===== config.mk =====
export PLATFORM = sky130hd
export DESIGN_NAME = pe_ofm_drain
export DESIGN_NICKNAME = d
export VERILOG_FILES = /design/src/rtl/pe_pkg.sv /design/src/rtl/ofm_requant.sv /design/src/rtl/pe_ofm_drain.sv
export SDC_FILE = /design/constraint.sdc
export NUM_CORES = 2
export LEC_CHECK = 0
export BUFFER_PORTS_ARGS = -buffer_cell sky130_fd_sc_hd__buf_2
export CORE_AREA = 4 4 618 620
export DETAILED_ROUTE_END_ITERATION = 7
export DIE_AREA = 0 0 622 624
export SETUP_SLACK_MARGIN = 0.2
export SYNTH_ARGS = -nofsm -noshare
export SYNTH_HDL_FRONTEND = slang
export SYNTH_SLANG_ARGS = --single-unit

===== constraint.sdc =====
create_clock -name clk -period 134.8 [get_ports clk]
set_clock_uncertainty 0.15 [all_clocks]
set_input_delay 26.96 -clock clk [delete_from_list [all_inputs] [get_ports clk]]
set_output_delay 26.96 -clock clk [all_outputs]
set_load 0.02 [all_outputs]

===== src/rtl/pe_pkg.sv =====
// pe_pkg: constants shared by the PE, its feeder and its output drain, plus the drain state type
package pe_pkg;
  localparam int SUM_W = 25;
  localparam int NSUM = 61;
  localparam int OFM_W = 1526;
  localparam int IDX_W = 6;
  typedef enum logic {IDLE, SEND} drain_state_t;
endpackage


===== src/rtl/ofm_requant.sv =====
// ofm_requant: sum[SUM_W], shift[5] -> data[8]; unsigned right shift then saturate to 255
module ofm_requant import pe_pkg::*; (
  input  logic [SUM_W-1:0] sum,
  input  logic [4:0]       shift,
  output logic [7:0]       data
);
  logic [SUM_W-1:0] s;
  always_comb begin
    s = sum >> shift;
    data = |s[SUM_W-1:8] ? 8'hff : s[7:0];
  end
endmodule


===== src/rtl/pe_ofm_drain.sv =====
// pe_ofm_drain: captures the PE ofm bus on start, streams nvalid sums (raw + requantized) over valid/ready, pulses done
module pe_ofm_drain import pe_pkg::*; #(
  parameter int SUM_W = pe_pkg::SUM_W,
  parameter int NSUM  = pe_pkg::NSUM,
  parameter int OFM_W = pe_pkg::OFM_W,
  parameter int IDX_W = pe_pkg::IDX_W
) (
  input  logic             clk,
  input  logic             rst,
  input  logic [OFM_W-1:0] ofm,
  input  logic             start,
  input  logic [6:0]       nvalid,
  input  logic [4:0]       shift,
  output logic             busy,
  output logic             out_valid,
  input  logic             out_ready,
  output logic [SUM_W-1:0] out_raw,
  output logic [7:0]       out_data,
  output logic [IDX_W-1:0] out_idx,
  output logic             out_last,
  output logic             done
);
  drain_state_t     state;
  logic [SUM_W-1:0] mem [NSUM];
  logic [4:0]       shift_q;
  logic [IDX_W:0]   cnt, cnt_n;
  logic [IDX_W-1:0] idx;
  logic             send, last, xfer;
  logic             unused_msb;
  assign unused_msb = ofm[OFM_W-1];
  always_comb begin
    send = state == SEND;
    last = send && ({1'b0, idx} == cnt - 1'b1);
    xfer = send && out_ready;
    cnt_n = nvalid > 7'(NSUM) ? 7'(NSUM) : nvalid;
  end
  assign busy = send;
  assign out_valid = send;
  assign out_idx = idx;
  assign out_last = last;
  assign out_raw = send ? mem[idx] : '0;
  ofm_requant u_requant (.sum(out_raw), .shift(shift_q), .data(out_data));
  always_ff @(posedge clk or posedge rst) begin
    if (rst) begin
      state <= IDLE;
      shift_q <= '0;
      cnt <= '0;
      idx <= '0;
      done <= 1'b0;
      for (int i = 0; i < NSUM; i++) mem[i] <= '0;
    end else begin
      done <= (!send && start && cnt_n == '0) || (xfer && last);
      if (!send && start) begin
        for (int i = 0; i < NSUM; i++) mem[i] <= ofm[i*SUM_W +: SUM_W];
        shift_q <= shift;
        cnt <= cnt_n;
        idx <= '0;
        state <= cnt_n == '0 ? IDLE : SEND;
      end else if (xfer) begin
        idx <= last ? '0 : idx + 1'b1;
        state <= last ? IDLE : SEND;
      end
    end
  end
endmodule


== Yosys cells after proc, flatten, opt, wreduce, memory -nomap -nowiden ==
Cells that the tools add are included.
Word-level totals
  bits in writable memories: 0
  bits in read-only memories: 0
  memories: 0
  flip-flop bits (word level): 1545
  bits of input ports: 1542
  word-level logic and storage cells: 96
  latch bits: 0
Operators by class
  $add $sub $neg: 2
  shift operators: 1
  bitwise operators: 1
  div/mod/pow operators: 0
  multipliers: 0
  reduce and logical (&&, ||, !) cells: 10
  equal/unequal tests: 1
  magnitude comparators: 2
  mux-type cells: 13
Operator list (number)
  25-bit binary-select mux with 6-bit select: 1
  25-bit two-way mux: 3
  25-bit by 5-bit >> shifter with 25-bit output: 1
  6-bit two-way mux: 3
  17-bit OR reduction: 1
  8-bit two-way mux: 1
  6-bit by 7-bit equality test with 1-bit output: 1
  7-bit >= comparator (second input constant): 1
  7-bit by 6-bit greater-than comparator with 1-bit output (second input constant): 1
  7-bit zero test: 1
  7-bit two-way mux: 1
  6-bit inverter with 7-bit output: 1
  7-bit by 1-bit subtractor with 7-bit output (second input constant): 1
  6-bit by 1-bit adder with 6-bit output (second input constant): 1
  1-bit logical AND: 5
  1-bit two-way mux: 4
  2-bit nonzero test: 1
  1-bit zero test: 1
  1-bit logical OR: 1

== Logic depth before layout (Yosys ltp) ==
  depth after elaboration: 8
  gate-level depth with buffers: 18

== Cells and area by module ==
A second synthesis with hierarchy kept.
Second synthesis, totals
  cells, all modules: 7670
  area, all modules: 71655.0 sq um
Modules (own cells, without submodules)
  pe_ofm_drain: sequential area each 38662.1 sq um, cells each 7509, area an instance 70252.4 sq um, times used 1
  ofm_requant: sequential area each 0.0 sq um, cells each 161, area an instance 1402.6 sq um, times used 1

== Least setup slack after synthesis ==
OpenSTA, ideal clock, no wires.
  path type: flip-flop to output port
  start point: register idx[3], in the netlist out_idx[3]
  end point: output port out_data[0]
  arrival: 3.924 ns
  path buffers: 6
  cell stages (with the launch flop): 16
  setup slack: 103.766 ns
  cells stage by stage: dfrtp_1 -> buf_4 -> buf_4 -> buf_2 -> buf_2 -> buf_4 -> clkbuf_1 -> a31oi_1 -> a211o_1 -> o21a_1 -> nor4_1 -> mux2_2 -> nand2_1 -> o211ai_1 -> nand3_1 -> a41oi_1
On the way
  longest elaborated chain between the ends: 8
Ends and longest elaborated chain
  start, declared: line pe_ofm_drain.sv:27  | logic [IDX_W-1:0] idx;
  start signal, assigned: line pe_ofm_drain.sv:60  | idx <= last ? '0 : idx + 1'b1;
  6-bit inverter with 7-bit output (not written as such) (*): line pe_ofm_drain.sv:41  | assign out_raw = send ? mem[idx] : '0;
  25-bit binary-select mux with 6-bit select (*): line pe_ofm_drain.sv:41
  25-bit two-way mux (not written as such) (*) (2 in a row): line pe_ofm_drain.sv:41
  25-bit two-way mux (*): line pe_ofm_drain.sv:41
  named net out_raw[0]: line pe_ofm_drain.sv:17  | output logic [SUM_W-1:0] out_raw,
  25-bit by 5-bit >> shifter with 25-bit output (*): line ofm_requant.sv:9  | s = sum >> shift;
  17-bit OR reduction: line ofm_requant.sv:10  | data = |s[SUM_W-1:8] ? 8'hff : s[7:0];
  8-bit two-way mux (*): line ofm_requant.sv:10
  end, declared: line pe_ofm_drain.sv:18  | output logic [7:0] out_data,
Mark *: on every way through the listed nets, which the timed path passes. The rest lies on a longest branch. The select of a mux whose other input is x is not followed.

== Worst setup path after layout ==
  start point: register idx[0], in the netlist out_idx[0]
  end point: output port out_data[7]
On the way
  longest elaborated chain between the ends: 8
Ends and longest elaborated chain (line)
  6-bit inverter with 7-bit output (not written as such) (*): pe_ofm_drain.sv:41
  25-bit binary-select mux with 6-bit select (*): pe_ofm_drain.sv:41
  25-bit two-way mux (not written as such) (*) (2 in a row): pe_ofm_drain.sv:41
  25-bit two-way mux (*): pe_ofm_drain.sv:41
  25-bit by 5-bit >> shifter with 25-bit output (*): ofm_requant.sv:9
  17-bit OR reduction: ofm_requant.sv:10
  8-bit two-way mux (*): ofm_requant.sv:10
Mark *: on every way between the ends. The rest lies on a longest branch, timed or not. The select of a mux whose other input is x is not followed.

==> flow_summary.html <==
<table>
<tr><th>Metric</th><th>Value</th></tr>
<tr><th colspan="2">GRT</th></tr>
<tr><td>Via count of the first global-routing pass</td><td>63665</td></tr>
<tr><td>Overflow left after global routing</td><td>0</td></tr>
<tr><td>Combined global-route utilization of all metal layers</td><td>20.1%</td></tr>
<tr><td>Pin count of the biggest net entering global routing</td><td>178</td></tr>
<tr><td>First-pass GRT wire length</td><td>541000 um</td></tr>
<tr><td>Antenna violations before repair</td><td>294</td></tr>
<tr><th colspan="2">Timing</th></tr>
<tr><td>Max-slew violation total from the final report</td><td>0</td></tr>
<tr><td>Period utilization</td><td>26.3%</td></tr>
<tr><td>Pin slew with the least headroom to its limit</td><td>1.49 ns</td></tr>
<tr><td>Unrepaired setup endpoints after global routing</td><td>false</td></tr>
<tr><td>Total negative setup slack</td><td>0 ns</td></tr>
<tr><td>Endpoints failing setup</td><td>0</td></tr>
<tr><td>Maximum clock frequency</td><td>0.0282 GHz</td></tr>
<tr><td>Worst relative slew slack</td><td>0.271%</td></tr>
<tr><td>Final count of hold timing violations</td><td>0</td></tr>
<tr><td>Shortest period the worst path allows</td><td>35.51 ns</td></tr>
<tr><th colspan="2">Die</th></tr>
<tr><td>Number of I/O pins</td><td>1585</td></tr>
<tr><td>Die Span Y</td><td>624 um</td></tr>
<tr><td>Total Die Area</td><td>388000 um2</td></tr>
<tr><td>FP Rows</td><td>225</td></tr>
<tr><td>Effective utilization at floorplan</td><td>19.4%</td></tr>
<tr><td>Die Width</td><td>622 um</td></tr>
<tr><td>Core area</td><td>376000 um2</td></tr>
<tr><th colspan="2">Pwr</th></tr>
<tr><td>Total power per unit cell area</td><td>25.2 nW/um2</td></tr>
<tr><td>Highest ir drop seen on vdd</td><td>0.0000130 V</td></tr>
<tr><td>Lkg Pwr</td><td>46.9 nW</td></tr>
<tr><th colspan="2">Critical path</th></tr>
<tr><td>Arrival time of data at the critical path endpoint</td><td>8.40 ns</td></tr>
<tr><td>Most used cell, CP</td><td>buf_4</td></tr>
<tr><td>CP startpoint kind</td><td>flip-flop</td></tr>
<tr><td>Worst setup EP type</td><td>output pin</td></tr>
<tr><td>Start-to-end type of the worst setup path</td><td>flip-flop to output pin</td></tr>
<tr><td>Source of the worst register-to-register timing path</td><td>busy</td></tr>
<tr><td>Crit. Startpoint</td><td>out_idx[0]</td></tr>
<tr><td>Worst Reg-to-Reg Cells</td><td>13</td></tr>
<tr><td>Slowest stage delay, CP</td><td>1.01 ns</td></tr>
<tr><td>Flop2flop setup slack</td><td>126.61 ns</td></tr>
<tr><td>Worst Path Required</td><td>107.69 ns</td></tr>
<tr><td>CP max-delay cell</td><td>dfrtp_4</td></tr>
<tr><td>Critical path, cell by cell</td><td>buf_4, buf_4, buf_4, buf_4, mux2i_1, o22ai_1, nor3_1, nor3_2, o21ai_1, o211ai_1, nand2_1, mux4_2, o21a_1, a31oi_1, buf_2</td></tr>
<tr><td>R2r endpoint</td><td>mem[1239]</td></tr>
<tr><td>End of the critical path</td><td>out_data[7]</td></tr>
<tr><td>Maximum fanout along the worst path</td><td>35</td></tr>
<tr><th colspan="2">Clock network</th></tr>
<tr><td>Source-to-sink clock delay at the later pin of the worst-skew pair</td><td>0.87 ns</td></tr>
<tr><td>Post-CTS setup buffer count</td><td>0</td></tr>
<tr><td>TritonCTS buffer count</td><td>186</td></tr>
<tr><td>Number of instances resized during post-cts repair</td><td>0</td></tr>
<tr><td>Total number of clock tree sinks</td><td>1545</td></tr>
<tr><td>Hold bufs inserted after CTS</td><td>0</td></tr>
<tr><td>Root buf cell</td><td>clkbuf_16</td></tr>
<tr><td>H-tree levels</td><td>4</td></tr>
<tr><td>Bufs on Longest Clock Path</td><td>4</td></tr>
<tr><td>CTS tree</td><td>yes</td></tr>
<tr><td>Clock slew seen by the registers of the worst setup and hold paths</td><td>0.06 ns</td></tr>
<tr><th colspan="2">Yosys</th></tr>
<tr><td>Average size of a mapped cell</td><td>9.03 um2</td></tr>
<tr><td>Largest cells by area after synthesis</td><td>dfrtp_1, nand2_1, mux4_2</td></tr>
<tr><td>Cell accounting for the most synthesized area</td><td>dfrtp_1</td></tr>
<tr><td>Number of nets produced by synthesis</td><td>9619</td></tr>
<tr><td>Number of synthesis warnings</td><td>0</td></tr>
<tr><td>Number of different library cells in the post-synthesis netlist</td><td>99</td></tr>
<tr><td>#FFs+latches synth</td><td>1545</td></tr>
<tr><td>Sequential area share after synthesis</td><td>53.1%</td></tr>
<tr><td>Post-synth design cell area</td><td>72900 um2</td></tr>
<tr><td>Synthesized instance count</td><td>8075</td></tr>
<tr><td>Number of synthesized flops with an enable pin</td><td>0</td></tr>
<tr><td>Most common flop cell mapped by yosys</td><td>dfrtp_1</td></tr>
<tr><td>Post-synth ARST share</td><td>100%</td></tr>
<tr><td>Top-area cell type share of the netlist area</td><td>53.1%</td></tr>
<tr><th colspan="2">Hold path</th></tr>
<tr><td>Count of cells along the worst hold path</td><td>2</td></tr>
<tr><td>Path type of the worst min-delay path</td><td>flip-flop to flip-flop</td></tr>
<tr><th colspan="2">Drt</th></tr>
<tr><td>Final WL</td><td>407000 um</td></tr>
<tr><td>Residual DRC</td><td>0</td></tr>
<tr><td>Post-route antenna net violation count</td><td>0</td></tr>
<tr><td>Vias per Instance</td><td>4.49</td></tr>
<tr><td>Total iterations of the first detailed-routing run</td><td>6</td></tr>
<tr><td>Number of design-rule violations left by the first detailed-router iteration</td><td>7074</td></tr>
<tr><td>Vias</td><td>66223</td></tr>
<tr><td>Routed wire length per instance</td><td>27.6 um</td></tr>
<tr><th colspan="2">Final layout</th></tr>
<tr><td>Final Net Count</td><td>11001</td></tr>
<tr><td>Fraction of layout cells with a size suffix above 1</td><td>24.8%</td></tr>
<tr><td>Post-layout instance area</td><td>92400 um2</td></tr>
<tr><td>Total of fill cells in the finished design</td><td>41134</td></tr>
<tr><td>Area overhead of the layout relative to synthesis</td><td>26.7%</td></tr>
<tr><th colspan="2">Status</th></tr>
<tr><td>Run status</td><td>finished, violations left</td></tr>
<tr><td>Violated checks</td><td>max-capacitance violations</td></tr>
<tr><th colspan="2">Placement</th></tr>
<tr><td>Routability Congestion</td><td>0.926</td></tr>
<tr><td>Post-DP Area</td><td>85700 um2</td></tr>
<tr><td>Post-DP HPWL</td><td>322000 um</td></tr>
<tr><td>Port bufs</td><td>1583</td></tr>
<tr><th colspan="2">Run</th></tr>
<tr><td>Maximum capacitance violations</td><td>1</td></tr>
</table>
## registers in the layout (all words and copies together) (netlist names)
name	cells
out_idx	6
busy	1
mem	1525
cnt	7
done	1
shift_q	5
## metrics by stage
| step | power (mW) | utilization (%) | std cells | hold WS, ns | setup WS (ns) |
|---|---|---|---|---|---|
| final | 2.33 | 24.6 | 14752 | 0.315 | 99.29 |
| after floorplan | 1.34 | - | 8075 | 0.287 | 64.10 |
| after global routing | 2.46 | 24.5 | 14671 | 0.328 | 98.70 |
| after global placement | 1.80 | 22.8 | 14263 | 0.300 | 99.83 |
| after detailed placement | 1.82 | 22.8 | 14263 | 0.304 | 99.89 |
| after CTS | 2.36 | 24.5 | 14600 | 0.320 | 98.85 |
## cells in the final DEF (no fill, tap or decap), types with 25 or more instances in the layout
cell and count:
clkbuf_8 37, mux4_2 228, clkinv_2 36, dfrtp_1 1538, clkbuf_1 33, mux2i_1 242, a21oi_1 70, o211ai_1 25
a22oi_1 88, diode_2 152, nor3_1 28, buf_4 123, nand2_1 4694, nand3_1 49, o22ai_1 43, buf_2 1583
o21ai_0 60, clkbuf_16 188, nor2_1 63, mux2_2 34
## cells in the mapped netlist, drive strengths merged (23+ instances only)
cell / instances
dfrtp: 1545
nor2: 69
clkbuf: 390
mux2: 34
a22oi: 88
a21oi: 71
o22ai: 45
buf: 135
o211ai: 26
nand2: 4695
nor3: 33
mux2i: 242
mux4: 256
o221ai: 23
a31oi: 24
nand3: 50
o21ai: 66
inv: 24
## cell type report
cell class | instances | area (um2) | area share [%]
inverter | 25 | 105 | 0.114
antenna | 152 | 380 | 0.412
sequential | 1545 | 38700 | 41.9
clock inverter | 79 | 978 | 1.06
clock buffer | 258 | 5340 | 5.78
tap | 4994 | 6250 | 6.77
multi-input combinational | 5980 | 31500 | 34.1
timing repair buffer | 1719 | 9110 | 9.86
## layer usage
layer / track usage (%) / up-vias / wire length (um)
li1: - / 29139 / -
met1: 26.4 / 33076 / 168000
met2: 32.0 / 3126 / 185000
met3: 5.46 / 772 / 36900
met4: 6.58 / 110 / 15800
met5: 0 / - / 692
## cells by family after synthesis
kind of cell / count (synthesis) / synth area share (%)
flip-flops: 1545 / 53.1
multiplexers: 532 / 11.9
buffers and inverters: 550 / 3.99
XOR/XNOR: 9 / 0.108
adder cells (fa/ha/maj): 2 / 0.0343
AO/OA/AOI/OAI: 476 / 4.70
AND/OR/NAND/NOR: 4961 / 26.2
## critical path, delay by kind of cell (launching register included)
family                 cells  cell delay (ns)
multiplexers               2             0.74
flip-flops                 1             1.01
AND/OR/NAND/NOR            3             0.88
buffers and inverters      5             2.57
AO/OA/AOI/OAI              5             2.17
## worst min path at each step
| stage | startpoint | slack [ns] | end |
|---|---|---|---|
| 6_report | mem[1177] | 0.32 | mem[1177] |
| 5_1_grt | mem[1339] | 0.33 | mem[1339] |
| 4_1_cts | mem[292] | 0.32 | mem[292] |
| 3_5_place_dp | mem[1289] | 0.30 | mem[1289] |
| 3_3_place_gp | mem[1478] | 0.30 | mem[1478] |
| 2_1_floorplan | mem[1] | 0.29 | mem[1] |
## where the power goes
| part | internal (mW) | switching [mW] |
|---|---|---|
| clock network | 0.309 | 0.220 |
| logic | 0.328 | 0.631 |
| registers | 0.692 | 0.145 |
| total | 1.33 | 0.996 |
No activity file was read; power rests on OpenSTA's default activity.
